$ cat config.mk
export PLATFORM = sky130hd
export DESIGN_NAME = bin2bcd_seq
export DESIGN_NICKNAME = d
export VERILOG_FILES = /design/src/rtl/bin2bcd_seq.sv
export SDC_FILE = /design/constraint.sdc
export NUM_CORES = 1
export LEC_CHECK = 0
export CAP_MARGIN = 10
export CORE_UTILIZATION = 40
export CTS_BUF_LIST = sky130_fd_sc_hd__clkbuf_8
export DETAILED_ROUTE_END_ITERATION = 10
export PLACE_DENSITY_LB_ADDON = 0.3
export SLEW_MARGIN = 5
export SYNTH_ARGS = -nofsm -noshare
export SYNTH_HDL_FRONTEND = slang
export SYNTH_SLANG_ARGS = --single-unit
$ cat constraint.sdc
create_clock -name clk -period 3.9 [get_ports clk]
set_input_delay 1.17 -clock clk [delete_from_list [all_inputs] [get_ports clk]]
set_output_delay 1.17 -clock clk [all_outputs]
set_load 0.05 [all_outputs]
$ cat src/rtl/bin2bcd_seq.sv
// Sequential binary-to-BCD converter (double-dabble), one bit per clock, with start/busy/done handshake.
// Optional leading-zero blanking output `blank` is built when BCD_BLANK_EN is defined.
module bin2bcd_seq #(
    parameter int WIDTH  = 8,
    parameter int DIGITS = 3
) (
    input  logic                  clk,
    input  logic                  rst,
    input  logic                  start,
    input  logic [WIDTH-1:0]      bin,
    output logic                  busy,
    output logic                  done,
    output logic [4*DIGITS-1:0]   bcd
`ifdef BCD_BLANK_EN
    ,
    output logic [DIGITS-1:0]     blank
`endif
);

    localparam int SW = 4 * DIGITS + WIDTH;
    localparam int CW = $clog2(WIDTH + 1);

    localparam logic [1:0] S_IDLE  = 2'd0;
    localparam logic [1:0] S_SHIFT = 2'd1;
    localparam logic [1:0] S_DONE  = 2'd2;

    logic [1:0]          r_state;
    logic [SW-1:0]       r_scratch;
    logic [CW-1:0]       r_cnt;
    logic                r_busy;
    logic                r_done;
    logic [4*DIGITS-1:0] r_bcd;

    logic [SW-1:0]       w_adj;
    logic [SW-1:0]       w_shifted;
    logic [4*DIGITS-1:0] w_bcd_new;
    logic                w_last;

    // Binary part passes through; each BCD nibble is corrected before the shift.
    assign w_adj[WIDTH-1:0] = r_scratch[WIDTH-1:0];

    generate
        for (genvar gi = 0; gi < DIGITS; gi++) begin : g_nib
            logic [3:0] w_nib;
            assign w_nib = r_scratch[WIDTH+4*gi +: 4];
            assign w_adj[WIDTH+4*gi +: 4] = (w_nib >= 4'd5) ? (w_nib + 4'd3) : w_nib;
        end
    endgenerate

    assign w_shifted = w_adj << 1;
    assign w_bcd_new = w_shifted[SW-1:WIDTH];
    assign w_last    = (r_cnt == CW'(WIDTH - 1));

`ifdef BCD_BLANK_EN
    logic [DIGITS-1:0] r_blank;
    logic [DIGITS-1:0] w_blank_new;
    logic [DIGITS-1:0] w_zero;

    generate
        for (genvar gi = 0; gi < DIGITS; gi++) begin : g_zero
            assign w_zero[gi] = (w_bcd_new[4*gi +: 4] == 4'd0);
        end
        // The units digit is always shown, so blank[0] stays low.
        assign w_blank_new[0] = 1'b0;
        for (genvar gi = 1; gi < DIGITS; gi++) begin : g_blank
            assign w_blank_new[gi] = &w_zero[DIGITS-1:gi];
        end
    endgenerate

    always_ff @(posedge clk) begin
        if (rst) begin
            r_blank <= {DIGITS{1'b1}} << 1;
        end else if (r_state == S_SHIFT && w_last) begin
            r_blank <= w_blank_new;
        end
    end

    assign blank = r_blank;
`endif

    always_ff @(posedge clk) begin
        if (rst) begin
            r_state   <= S_IDLE;
            r_scratch <= '0;
            r_cnt     <= '0;
            r_busy    <= 1'b0;
            r_done    <= 1'b0;
            r_bcd     <= '0;
        end else begin
            case (r_state)
                S_IDLE: begin
                    if (start) begin
                        r_scratch <= {{(4*DIGITS){1'b0}}, bin};
                        r_cnt     <= '0;
                        r_busy    <= 1'b1;
                        r_state   <= S_SHIFT;
                    end
                end
                S_SHIFT: begin
                    r_scratch <= w_shifted;
                    r_cnt     <= r_cnt + CW'(1);
                    if (w_last) begin
                        r_bcd   <= w_bcd_new;
                        r_done  <= 1'b1;
                        r_state <= S_DONE;
                    end
                end
                S_DONE: begin
                    r_busy  <= 1'b0;
                    r_done  <= 1'b0;
                    r_state <= S_IDLE;
                end
                default: begin
                    r_busy  <= 1'b0;
                    r_done  <= 1'b0;
                    r_state <= S_IDLE;
                end
            endcase
        end
    end

    assign busy = r_busy;
    assign done = r_done;
    assign bcd  = r_bcd;

endmodule
==> results of run 1 <==
==> flip-flops by register name, indices dropped and copies added, names as in the netlist <==
| signal | cells |
|---|---|
| r_cnt | 4 |
| r_state | 2 |
| r_scratch | 20 |
| busy | 1 |
| done | 1 |
| bcd | 12 |
==> per-stage QoR <==
stage               hold slack (ns)  cells  total power [mW]  utilization [%]  cell area (um^2)
floorplan                     0.448    200             0.474                -              1790
global placement              0.462    266             0.496             49.7              2060
detailed placement            0.468    266             0.497             49.7              2060
CTS                           0.479    274             0.775             51.9              2150
global route                  0.515    274             0.799             51.9              2150
finish                        0.476    274             0.765             51.9              2150
==> final cells by class <==
cell class	instances	area, um^2	share of cell area, %
tap	50	62.6	2.91
timing repair buffer	28	270	12.6
sequential	40	801	37.3
clock buffer	6	82.6	3.84
inverter	9	33.8	1.57
multi-input combinational	139	892	41.5
clock inverter	2	7.51	0.349
==> kinds of logic after synthesis <==
kind of cell / count (synthesis) / share of synthesized area (%)
buffers and inverters: 21 / 5.65
AOI/OAI and AO/OA: 52 / 20.6
DFF: 40 / 44.6
muxes: 4 / 2.44
and+or+nand+nor: 73 / 20.3
xor gates and xnor gates: 3 / 1.46
adders and majority gates: 7 / 4.88
==> Yosys cell counts (all sizes together) <==
library cell  count  share of area (%)
dfxtp            40                 45
nor2             23                4.8
nand2            17                3.6
a21oi            14                3.9
nand2b           12                4.6
a311oi            9                4.7
inv               9                1.9
o21ai             9                2.5
ha                7                4.9
buf               6                2.5
clkbuf            6                1.3
o22ai             6                2.1
a211oi            5                3.2
nor3              5                1.4
o32ai             5                2.4
nand3             4                1.1
nor3b             4                1.7
mux2              3                1.9
nand3b            3                1.3
xnor2             3                1.5
a22oi             2               0.84
nor2b             2               0.70
a31oi             1               0.35
and3              1               0.35
and4              1               0.49
mux2i             1               0.56
o211a             1               0.56
or3               1               0.35
==> worst max path at each step <==
stage | slack (ns) | start | to | cells past startpoint
global placement | 1.17 | rst | bcd[1]$_SDFFE_PP0P_ | 4
floorplan | 1.97 | rst | r_cnt[2]$_SDFFE_PP0P_ | 3
detailed placement | 1.14 | rst | bcd[1]$_SDFFE_PP0P_ | 4
CTS | 1.26 | bcd[1]$_SDFFE_PP0P_ | bcd[1] | 1
finish | 1.26 | bcd[1]$_SDFFE_PP0P_ | bcd[1] | 1
global route | 1.22 | bcd[1]$_SDFFE_PP0P_ | bcd[1] | 1
==> power groups by stage <==
stage / Clock (mW) / Combinational, mW / Sequential (mW)
after floorplan: 0 / 0.0383 / 0.436
after global placement: 0 / 0.0618 / 0.435
after detailed placement: 0 / 0.0627 / 0.435
after CTS: 0.287 / 0.0627 / 0.425
after global routing: 0.304 / 0.0683 / 0.427
final: 0.278 / 0.0623 / 0.425
==> metal layers <==
metal / share of wire, % / global-route usage (%) / vias to the layer above / wire [um]
met2: 44 / 24.8 / 20 / 1610
li1: - / - / 752 / -
met5: 0 / 0 / - / 0
met1: 51 / 24.4 / 688 / 1850
met3: 2.3 / 3.45 / 5 / 84
met4: 2.1 / 9.95 / 0 / 78
==> cells in the final DEF, fill, tap and decap left out, types with 6 or more instances in the layout <==
cell	Yosys	layout
a21oi_1	14	14
a311oi_1	8	8
clkbuf_8	0	6
clkdlybuf4s50_1	0	24
dfxtp_1	40	40
ha_1	7	7
inv_1	9	11
nand2_1	17	17
nand2b_1	11	11
nor2_1	23	23
o21ai_0	8	8
o22ai_1	6	6
==> impl_metrics.toml, run 1 <==
[floorplanning]
rows = 23
start_util_pct = 43.3
die_x_um = 69.0
coreArea_um2 = 4140
dieArea_um2 = 4760
die_y_um = 69.0
ios = 25

[clock_tree]
numCtsBuffers = 5
cts.clk_slew.worst_paths_ns = 0.08
h-tree-depth = 2
cts_sinks = 40
cts_buffer_depth = 2
insertion_delay_ns = 0.29
cts_hold_buf = 0
post_cts_buffers = 0
cts-resized-gates = 0
tritoncts = "built"
cts_root_buf = "clkbuf_8"

[sta]
timing.final.crit_period_ns = 2.64
finClkSkew_ns = 0.00565
setup_viol = 0
slew_headroom_pct = 39.1
setup_ws_ns = 1.26
period_share_pct = 67.8
final.setup.tns_ns = 0
hold_violations = 0
worstMarginPinSlew_ns = 0.914
rsz0062_at_grt = "false"
timing.fmax_ghz = 0.378
drv_slew = 0

[setup_path]
cp_data_arrival_time_ns = 1.47
end_kind = "output port"
reg2reg_from = "r_state[0]$_SDFFE_PP0P_"
path_cells = "clkdlybuf4s50_1"
required_ns = 2.73
ff2ff_setup_slack_ns = 1.85
crit_family = "buffers and inverters"
worstRegToRegCells = 5
slowest_stage = "clkdlybuf4s50_1"
start_kind = "flip-flop"
rr_endpoint = "bcd[9]$_SDFFE_PP0P_"
critical_path.max_stage_delay_ns = 0.81
crit_buf_inv = 1
path_class = "reg2out"
critPathMaxFanout = 2

[power]
intPower_mw = 0.585
p_sw_share_pct = 23.6
power_density_nw_per_um2 = 356
switchingPower_mw = 0.181
p_leak_nw = 0.767
p_seq_share_pct = 55.6
clockPowerShare_pct = 36.3
ir_worst_vdd_mv = 0.223
p_comb_share_pct = 8.1

[global_routing]
grt_pass1_wl_mm = 5.95
overflow = 0
grt_max_degree = 23
grtUsageTotal_pct = 17.5
antenna_found_initial = 0
first_global_vias = 1251

[layout]
layout.nets = 241
fillers = 403
area.growth.synth_to_final_pct = 19.8
n_antenna_cell = 0
drive_gt1_share_pct = 8.48

[routing]
viasPerCell = 5.35
post_drt_wl_per_cell_um = 13.2
drtPass1Iterations = 4
drt_iter0_drc = 89
drc_errors = 0
ant_nets = 0
routed_wl_mm = 3.63
vias = 1465

[logic_synthesis]
synth_cell_types = 34
yosysSeqAreaShare_pct = 44.6
ys_ff_latch = 40
syn_nets = 218
netlist_area_um2 = 1790
yosys_warnings = 0
syn_area_per_cell_um2 = 8.97
synthCells = 200

[placed_design]
dp_slack_ns = 1.14
routabilityCongestion = 0.729
dp.final_hpwl_mm = 2.46
io_buffers = 24

[hold_path]
hold_start = "r_scratch[4]$_SDFFE_PP0P_"
min_path_cells = 2
hp-class = "reg2reg"
hold_end = "r_scratch[5]$_SDFFE_PP0P_"

[outcome]
status = "complete, no violations"

[flow_run]
drv_cap = 0
Power figures use the tool's default switching activity.
==> run 2: changes to the inputs <==
- clock period: 3.9 -> 2.2 ns (I/O delays scaled with it)
==> run 2 against run 1 <==
Effect of this change: global-route usage is 0.075 points higher; die area stayed put; first-iteration DRC count is 4.5% lower; critical path type unchanged; clock skew is 0.0012 ns higher; worst hold slack better by 0.00081 ns; clock power is 130% higher; largest cell class unchanged; final cell count is 0.73% higher; non-clock buffer count is 2 higher; utilization is 1.2 points higher; highest routed layer unchanged.
==> impl_metrics.toml, run 2 (synthesized netlist as in run 1, its figures left out) <==
[setup_path]
ff2ff_setup_slack_ns = 0.56
path_cells = "clkdlybuf4s50_1"
reg2reg_from = "r_scratch[16]$_SDFFE_PP0P_"
required_ns = 1.54
critPathLaunch = "bcd[4]$_SDFFE_PP0P_"
critPathMaxFanout = 2
worstRegToRegCells = 6
critical_path.max_stage_delay_ns = 0.81
path_class = "reg2out"
cp_data_arrival_time_ns = 1.45
start_kind = "flip-flop"
crit_family = "buffers and inverters"
crit_buf_inv = 1
slowest_stage = "clkdlybuf4s50_1"
rr_endpoint = "r_scratch[18]$_SDFFE_PP0P_"
end_kind = "output port"

[clock_tree]
cts_buffer_depth = 2
cts_root_buf = "clkbuf_8"
h-tree-depth = 2
cts.clk_slew.worst_paths_ns = 0.08
cts_hold_buf = 0
cts_sinks = 40
numCtsBuffers = 5
insertion_delay_ns = 0.29
cts-resized-gates = 0
tritoncts = "built"
post_cts_buffers = 0

[placed_design]
place_area_um2 = 2070
routabilityCongestion = 0.753
dp_cells = 268
io_buffers = 24
dp.final_hpwl_mm = 2.37

[layout]
register_area_um2 = 801
largest_reg_flops = 20
top_register = "r_scratch"
area.growth.synth_to_final_pct = 22.5
multi_input_area_um2 = 892
fin_cells = 276
layout.nets = 243
final_common_cell = "dfxtp_1"
n_antenna_cell = 0
drive_gt1_share_pct = 10.6
final_cell_mix = "dfxtp_1, nor2_1, clkdlybuf4s50_1"
final_area_um2 = 2200
fillers = 392

[sta]
hold_violations = 0
setup_viol = 0
drv_slew = 0
rsz0062_at_grt = "false"
timing.final.crit_period_ns = 2.11
period_share_pct = 95.9
final.setup.tns_ns = 0
timing.fmax_ghz = 0.474
slew_headroom_pct = 55.7
finClkSkew_ns = 0.00685
worstMarginPinSlew_ns = 0.660

[routing]
vias = 1458
drt_iter0_drc = 85
ant_nets = 0
drtPass1Iterations = 4
post_drt_wl_per_cell_um = 12.9
viasPerCell = 5.28
drc_errors = 0
routed_wl_mm = 3.57

[floorplanning]
die_x_um = 69.0
dieArea_um2 = 4760
start_util_pct = 43.3
die_y_um = 69.0
ios = 25
rows = 23
coreArea_um2 = 4140

[global_routing]
grtUsageTotal_pct = 17.6
grt_pass1_wl_mm = 6.15
grt_max_degree = 23
first_global_vias = 1364
overflow = 0
antenna_found_initial = 0

[hold_path]
hp-class = "reg2reg"
hold_end = "r_scratch[3]$_SDFFE_PP0P_"
min_path_cells = 2
hold_start = "r_scratch[2]$_SDFFE_PP0P_"

[power]
ir_worst_vdd_mv = 0.337
power_density_nw_per_um2 = 690
p_leak_nw = 0.790

[outcome]
status = "complete, no violations"

[flow_run]
drv_cap = 0
[run 2: final cells by class]
cell class                      instances  area share (%)
Clock buffer                            7            4.38
Tap cell                               50            2.85
Inverter                                9            1.54
Timing Repair Buffer                   30            12.9
Sequential cell                        40            36.4
Multi-Input combinational cell        139            40.6
Clock inverter                          1            1.37
[run 2: where the power goes]
part	total [mW]	leakage (nW)	switching, mW	internal (mW)
combinational	0.111	0.400	0.0617	0.0489
sequential	0.754	0.325	0.0122	0.742
clock	0.652	0.0645	0.252	0.400
total	1.52	0.790	0.326	1.19
[run 2: worst max-delay path by stage]
stage | endpoint | slack (ns) | cells after the start
after floorplan | bcd[6]$_SDFFE_PP0P_ | 0.75 | 6
after global placement | r_scratch[19]$_SDFFE_PP0P_ | 0.15 | 4
after detailed placement | r_scratch[19]$_SDFFE_PP0P_ | 0.12 | 4
after CTS | bcd[4] | 0.08 | 1
after global routing | bcd[3] | 0.04 | 1
final | bcd[4] | 0.09 | 1
[run 2: stage by stage]
stage	hold slack (ns)	total power, mW	setup WS (ns)	util (%)
final	0.477	1.52	0.0911	53.0
after global routing	0.503	1.58	0.0447	53.0
after CTS	0.481	1.53	0.0837	53.0
after detailed placement	0.468	0.882	0.117	50.0
after global placement	0.462	0.882	0.149	50.0
after floorplan	0.448	0.841	0.749	-
[run 2: per-layer routing]
| layer | wire length [um] | GRT usage [%] |
|---|---|---|
| met2 | 1620 | 27.4 |
| met5 | 0 | 0 |
| met3 | 120 | 2.96 |
| met4 | 60 | 8.42 |
| met1 | 1770 | 23.3 |
==> run 3: changes to the inputs <==
- PLACE_DENSITY_LB_ADDON: 0.3 -> not set
==> run 3 against run 2 <==
Effect of this change: first-iteration DRC count down 7.1%; sequential share of layout area grew 0.19 points; cell area fell by 0.51%; clock power shrank 24%; via count increased by 3.8%.
==> impl_metrics.toml, run 3 (synthesized netlist as in run 1, its figures left out) <==
[routing]
drt_iter0_drc = 79
drc_errors = 0
routed_wl_mm = 3.81
post_drt_wl_per_cell_um = 13.7
viasPerCell = 5.47
drtPass1Iterations = 4
vias = 1514
ant_nets = 0

[clock_tree]
cts-resized-gates = 0
cts_sinks = 40
tritoncts = "built"
cts_root_buf = "clkbuf_8"
cts_hold_buf = 0
insertion_delay_ns = 0.28
h-tree-depth = 2
cts.clk_slew.worst_paths_ns = 0.08
post_cts_buffers = 0
numCtsBuffers = 5
cts_buffer_depth = 2

[floorplanning]
dieArea_um2 = 4760
start_util_pct = 43.3
ios = 25
rows = 23
die_y_um = 69.0
coreArea_um2 = 4140
die_x_um = 69.0

[layout]
final_common_cell = "dfxtp_1"
top_register = "r_scratch"
final_cell_mix = "dfxtp_1, clkdlybuf4s50_1, nor2_1"
fin_util_pct = 52.8
n_antenna_cell = 0
fillers = 404
largest_reg_flops = 20
layout.nets = 244
area.growth.synth_to_final_pct = 21.9
drive_gt1_share_pct = 10.6

[sta]
rsz0062_at_grt = "false"
worstMarginPinSlew_ns = 0.500
period_share_pct = 94.8
slew_headroom_pct = 66.6
finClkSkew_ns = 0.00771
drv_slew = 0
timing.final.crit_period_ns = 2.08
setup_viol = 0
final.setup.tns_ns = 0
timing.fmax_ghz = 0.480
hold_violations = 0

[global_routing]
first_global_vias = 1377
overflow = 0
grt_max_degree = 23
grt_pass1_wl_mm = 6.39
grtUsageTotal_pct = 18.5
antenna_found_initial = 0

[placed_design]
routabilityCongestion = 0.746
dp.final_hpwl_mm = 2.66
io_buffers = 24

[setup_path]
slowest_stage = "clkdlybuf4s50_1"
critical_path.max_stage_delay_ns = 0.81
crit_family = "buffers and inverters"
cp_data_arrival_time_ns = 1.42
start_kind = "flip-flop"
path_cells = "clkdlybuf4s50_1"
critPathMaxFanout = 2
path_class = "reg2out"
required_ns = 1.54
end_kind = "output port"
crit_buf_inv = 1

[power]
total_power_mw = 1.37
ir_worst_vdd_mv = 0.293
power_density_nw_per_um2 = 626
p_leak_nw = 0.785

[outcome]
status = "complete, no violations"

[flow_run]
drv_cap = 0

[hold_path]
hp-class = "reg2reg"
==> run 3: tightest hold or removal path: stages, from the launching register on <==
cell,delay [ns]
dfxtp_1,0.31
nand2_1,0.05
a311oi_1,0.07
==> run 3: path summary, 6_finish.rpt <==
check / from / endpoint / slack [ns] / depth (start not counted)
min reg2reg: r_scratch[2]$_SDFFE_PP0P_ / r_scratch[3]$_SDFFE_PP0P_ / 0.48 / 2
max: bcd[0]$_SDFFE_PP0P_ / bcd[0] / 0.12 / 1
max reg2reg: r_scratch[12]$_SDFFE_PP0P_ / bcd[6]$_SDFFE_PP0P_ / 0.58 / 6
min: r_scratch[2]$_SDFFE_PP0P_ / r_scratch[3]$_SDFFE_PP0P_ / 0.48 / 2
==> run 3: final cells by class <==
| cell class | count | area, um^2 | share of cell area (%) |
|---|---|---|---|
| Sequential cell | 40 | 801 | 36.6 |
| Timing Repair Buffer | 31 | 305 | 14.0 |
| Inverter | 9 | 33.8 | 1.54 |
| Clock buffer | 6 | 82.6 | 3.78 |
| Multi-Input combinational cell | 139 | 892 | 40.8 |
| Tap cell | 50 | 62.6 | 2.86 |
| Clock inverter | 2 | 10.0 | 0.458 |
==> run 3: per-stage QoR <==
step	cells	worst slack [ns]	area [um^2]	hold WS, ns
3_5_place_dp	269	0.200	2090	0.470
2_1_floorplan	200	0.749	1790	0.448
6_report	277	0.115	2190	0.478
4_1_cts	277	0.0937	2190	0.476
3_3_place_gp	269	0.231	2090	0.463
5_1_grt	277	0.0375	2190	0.506
==> run 3: routing by layer <==
metal  track usage (%)  share of wire, %  vias to the layer above  wire length [um]
li1                  -                 -                      758                 -
met3              5.10               4.9                        4               188
met4              7.40               1.1                        0                42
met5                 0                 0                        -                 0
met2              29.9                49                       48              1870
met1              23.0                45                      704              1700
==> run 3: power breakdown <==
group / switching [mW] / total [mW] / internal (mW)
clock network: 0.247 / 0.497 / 0.250
logic: 0.0647 / 0.117 / 0.0526
registers: 0.0122 / 0.754 / 0.742
==> patch 1: new RTL, settings of run 2 <==
Build with the macro `BCD_BLANK_EN` defined.
--- a/src/rtl/bin2bcd_seq.sv
+++ b/src/rtl/bin2bcd_seq.sv
@@ -1,5 +1,7 @@
 // Sequential binary-to-BCD converter (double-dabble), one bit per clock, with start/busy/done handshake.
 // Optional leading-zero blanking output `blank` is built when BCD_BLANK_EN is defined.
+`define BCD_BLANK_EN
+
 module bin2bcd_seq #(
     parameter int WIDTH  = 8,
     parameter int DIGITS = 3
Formal check against the unedited RTL (old outputs only; new: blank): equivalent (equiv_simple and equiv_induct, registers matched by name and starting in step).
==> patch 1 against run 2 <==
  * Combinational power fell by 4%
  * Hold slack got worse by 23 ps
  * Final cell count rose by 16%
  * Sequential cell count rose by 2
  * Area after synthesis rose by 14%
  * Global-route usage fell by 1.7 points
  * Clock power fell by 20%
  * Power fell by 6.5%
  * Sequential power rose by 4.2%
  * Final area rose by 10%
  * Setup slack got worse by 20 ps
  * Routed wire length rose by 4.2%
  * Largest cell class unchanged
  * Highest routed layer unchanged
==> patch 1: results <==
metrics = {
    "yosys": {
        "synth_common_cells": "dfxtp_1 (42), nand2_1 (37), nor2_1 (19), a21oi_1 (18), o21ai_1 (13)",
        "ys_seq_area_share_pct": 41.1,
        "synth.distinct_cells": 46,
        "ys_top_cells_by_area": "dfxtp_1 (41%), nand2_1 (6.8%), a21oi_1 (4.4%)",
    },
    "drt": {
        "routed_via_density": 4.91,
        "drtIter0Drc": 54,
        "drt_wl_total_um": 3720,
    },
    "placed_design": {
        "dp_cells": 311,
        "dp_hpwl_um": 2630,
        "numPortBuffers": 26,
        "globalplace.congestion": 0.736,
    },
    "pwr": {
        "p_sw_mw": 0.345,
        "ir_worst_vdd_uv": 351,
        "power_density_mw_per_mm2": 584,
    },
    "grt": {
        "grt_usage_pct": 15.8,
        "grtUsageMet1_pct": 19.3,
        "grt_pass1_vias": 1460,
        "grt_first_pass_wirelength_um": 6530,
        "grt_use_met3_pct": 3.43,
        "grt_use_met2_pct": 26.6,
    },
    "cells_and_area": {
        "drive_gt1_share_pct": 15.5,
        "stdcell_count": 319,
        "nFillCells": 492,
        "fin_nets": 269,
    },
    "run_status": {
        "status": "completed",
    },
    "timing": {
        "fin_worst_skew_ps": 3.40,
        "tightest_slew_ps": 820,
    },
}
## patch 1: final timing paths
check / startpoint / to / slack, ps / cells after the start
setup / recovery: bcd[2] / bcd[2] / 70 / 1
hold / removal: r_scratch[6] / r_scratch[6] / 450 / 2
setup reg to reg: r_cnt[0] / bcd[3] / 520 / 5
hold reg to reg: r_scratch[6] / r_scratch[6] / 450 / 2
## patch 1: cell type report
type / count / share of cell area [%]
clock buffer: 6 / 3.40
clock inverter: 2 / 0.515
inverter: 6 / 0.928
multi-input combinational: 167 / 44.9
sequential: 42 / 34.6
tap: 67 / 3.45
timing repair buffer: 29 / 12.2
## patch 1: layer usage
layer	part of all wire [%]	wire, um
met3	3.7	138
met2	48	1780
met4	1.6	61
met1	47	1740
met5	0	0
## patch 1: cell families after synthesis
logic type,synth area share (%)
AOI/OAI and AO/OA,19.4
xor gates and xnor gates,1.28
adders and majority gates,4.28
buffers and inverters,5.74
DFF,41.1
muxes,3.24
other,0.183
and+or+nand+nor,24.9
==> patch 2: new RTL, flow settings as in run 2 <==
Made on the original files. Add an input register stage for `start` and `bin`, cleared by the reset; this delays them by one clock.
--- a/src/rtl/bin2bcd_seq.sv
+++ b/src/rtl/bin2bcd_seq.sv
@@ -23,6 +23,19 @@
     localparam logic [1:0] S_IDLE  = 2'd0;
     localparam logic [1:0] S_SHIFT = 2'd1;
     localparam logic [1:0] S_DONE  = 2'd2;
+
+    logic start_q;
+    logic [WIDTH-1:0] bin_q;
+
+    always_ff @(posedge clk) begin
+        if (rst) begin
+            start_q <= '0;
+            bin_q   <= '0;
+        end else begin
+            start_q <= start;
+            bin_q   <= bin;
+        end
+    end
 
     logic [1:0]          r_state;
     logic [SW-1:0]       r_scratch;
@@ -89,8 +102,8 @@
         end else begin
             case (r_state)
                 S_IDLE: begin
-                    if (start) begin
-                        r_scratch <= {{(4*DIGITS){1'b0}}, bin};
+                    if (start_q) begin
+                        r_scratch <= {{(4*DIGITS){1'b0}}, bin_q};
                         r_cnt     <= '0;
                         r_busy    <= 1'b1;
                         r_state   <= S_SHIFT;
Behaviour: not the same (Yosys sat finds a counterexample within 4 cycles, from zero or initial values and one cycle with rst high).
==> patch 2 against run 2 <==
  * Utilization is 1.9 points lower
  * Sequential power is 23% higher
  * Area after synthesis increased by 16%
  * Final area grew 14%
  * Setup slack got worse by 15 ps
  * Via count up 8.3%
  * Maximum frequency down 0.70%
  * Critical path type unchanged
  * Power increased by 7.8%
  * Register-to-register slack lost 40 ps
  * Die area up 16%
  * Critical endpoint is now bcd[11]
  * Routed wire length up 16%
  * Sequential cell count rose by 9
  * Non-clock buffer count grew 4
  * Sequential share of layout area increased by 2.9 points
==> patch 2: results <==
metrics = {
    "timing": {
        "tightest_slew_ps": 798,
        "fin_worst_skew_ps": 5.66,
    },
    "cells_and_area": {
        "nFillCells": 470,
        "fin_nets": 259,
        "largest_register_ffs": 20,
        "top_register": "r_scratch",
        "drive_gt1_share_pct": 12.8,
        "antenna_cells": 0,
    },
    "yosys": {
        "ys_top_cells_by_area": "dfxtp_1 (47%), a21oi_1 (4.6%), ha_1 (4.2%)",
        "synth_xor_area_share_pct": 1.26,
        "synth.distinct_cells": 37,
        "synthAdderAreaFrac_pct": 4.20,
        "synth_common_cells": "dfxtp_1 (49), nor2_1 (22), a21oi_1 (19), inv_1 (15)",
        "synthesis.nets": 230,
        "ys_warn_count": 0,
        "synth_compound_area_share_pct": 22.4,
        "ys_seq_area_share_pct": 47.0,
        "muxShareOfSynthArea_pct": 2.52,
        "synthArstFlopShare_pct": 0,
    },
    "drt": {
        "drtIter0Drc": 74,
        "drt_wl_total_um": 4120,
        "dr.pass1.iters": 4,
        "routed_via_density": 5.11,
    },
    "hold_path": {
        "hold_class": "flop to flop",
        "min_from": "bin_q[2]",
        "holdPathEnd": "r_scratch[2]",
    },
    "critical_path": {
        "critPathTopFamily": "buffers and inverters",
        "rr_startpoint": "start_q",
        "r2r_end": "r_scratch[5]",
        "crit_slowest_cell": "clkdlybuf4s50_1",
        "max_stage_delay_ps": 810,
        "r2r_slack_ps": 520,
        "ff2ff_path_depth": 4,
    },
    "grt": {
        "antenna_found_initial": 0,
        "grt_pass1_vias": 1416,
        "grt_first_pass_wirelength_um": 6830,
        "grt_max_degree": 19,
        "grt_usage_pct": 16.8,
    },
    "placed_design": {
        "numPortBuffers": 24,
        "dp_hpwl_um": 2910,
        "globalplace.congestion": 0.776,
    },
    "pwr": {
        "leakagePower_nw": 0.989,
        "ir_worst_vdd_uv": 419,
    },
    "job": {
        "max_cap_violations": 0,
    },
    "clocking": {
        "cts_setup_buffers": 0,
        "clk_pin_slew_ps": 100,
        "cts_buffer_depth": 2,
        "cts_resized": 0,
        "insertion_delay_ps": 310,
        "h-tree-depth": 2,
        "numCtsBuffers": 5,
        "root_buffer": "clkbuf_8",
    },
    "run_status": {
        "status": "completed",
    },
}
==> patch 2: layout make-up <==
cell class	count	area, um2	share of cell area [%]
flip-flops and latches	49	981	39.3
repair buffers	34	315	12.6
multi-input cells	136	962	38.5
inverters	15	56.3	2.26
clock buffers	5	68.8	2.76
well taps	67	83.8	3.36
clock inverters	3	28.8	1.15
==> patch 2: layer usage <==
layer	GRT usage, %	wire length [um]	vias to the layer above
met1	22.4	2080	738
met2	25.9	1860	30
met3	5.28	120	5
met4	5.66	53	0
li1	-	-	806
met5	0	0	-
==> patch 2: metrics by stage <==
stage | hold slack, ps | power, mW | cells | setup slack [ps] | instance area [um2]
2_1_floorplan | 414 | 1.03 | 212 | 712 | 2090
3_3_place_gp | 434 | 1.07 | 301 | 85.7 | 2400
3_5_place_dp | 431 | 1.07 | 301 | 44.7 | 2400
4_1_cts | 464 | 1.65 | 309 | 52.8 | 2500
5_1_grt | 486 | 1.71 | 309 | 15.0 | 2500
6_report | 459 | 1.63 | 309 | 76.3 | 2500
==> patch 2: worst max path at each step <==
| stage | from | end | slack, ps | depth (start not counted) |
|---|---|---|---|---|
| after floorplan | rst | r_cnt[3] | 710 | 3 |
| after global placement | rst | r_scratch[5] | 90 | 4 |
| after detailed placement | rst | r_scratch[11] | 40 | 5 |
| after CTS | bcd[11] | bcd[11] | 50 | 1 |
| after global routing | bcd[3] | bcd[3] | 10 | 1 |
| final | bcd[11] | bcd[11] | 80 | 1 |
==> patch 2: where the power goes <==
| part | switching [mW] | internal, mW |
|---|---|---|
| sequential | 0.0143 | 0.911 |
| clock | 0.341 | 0.241 |
| combinational | 0.0674 | 0.0600 |
| total | 0.423 | 1.21 |
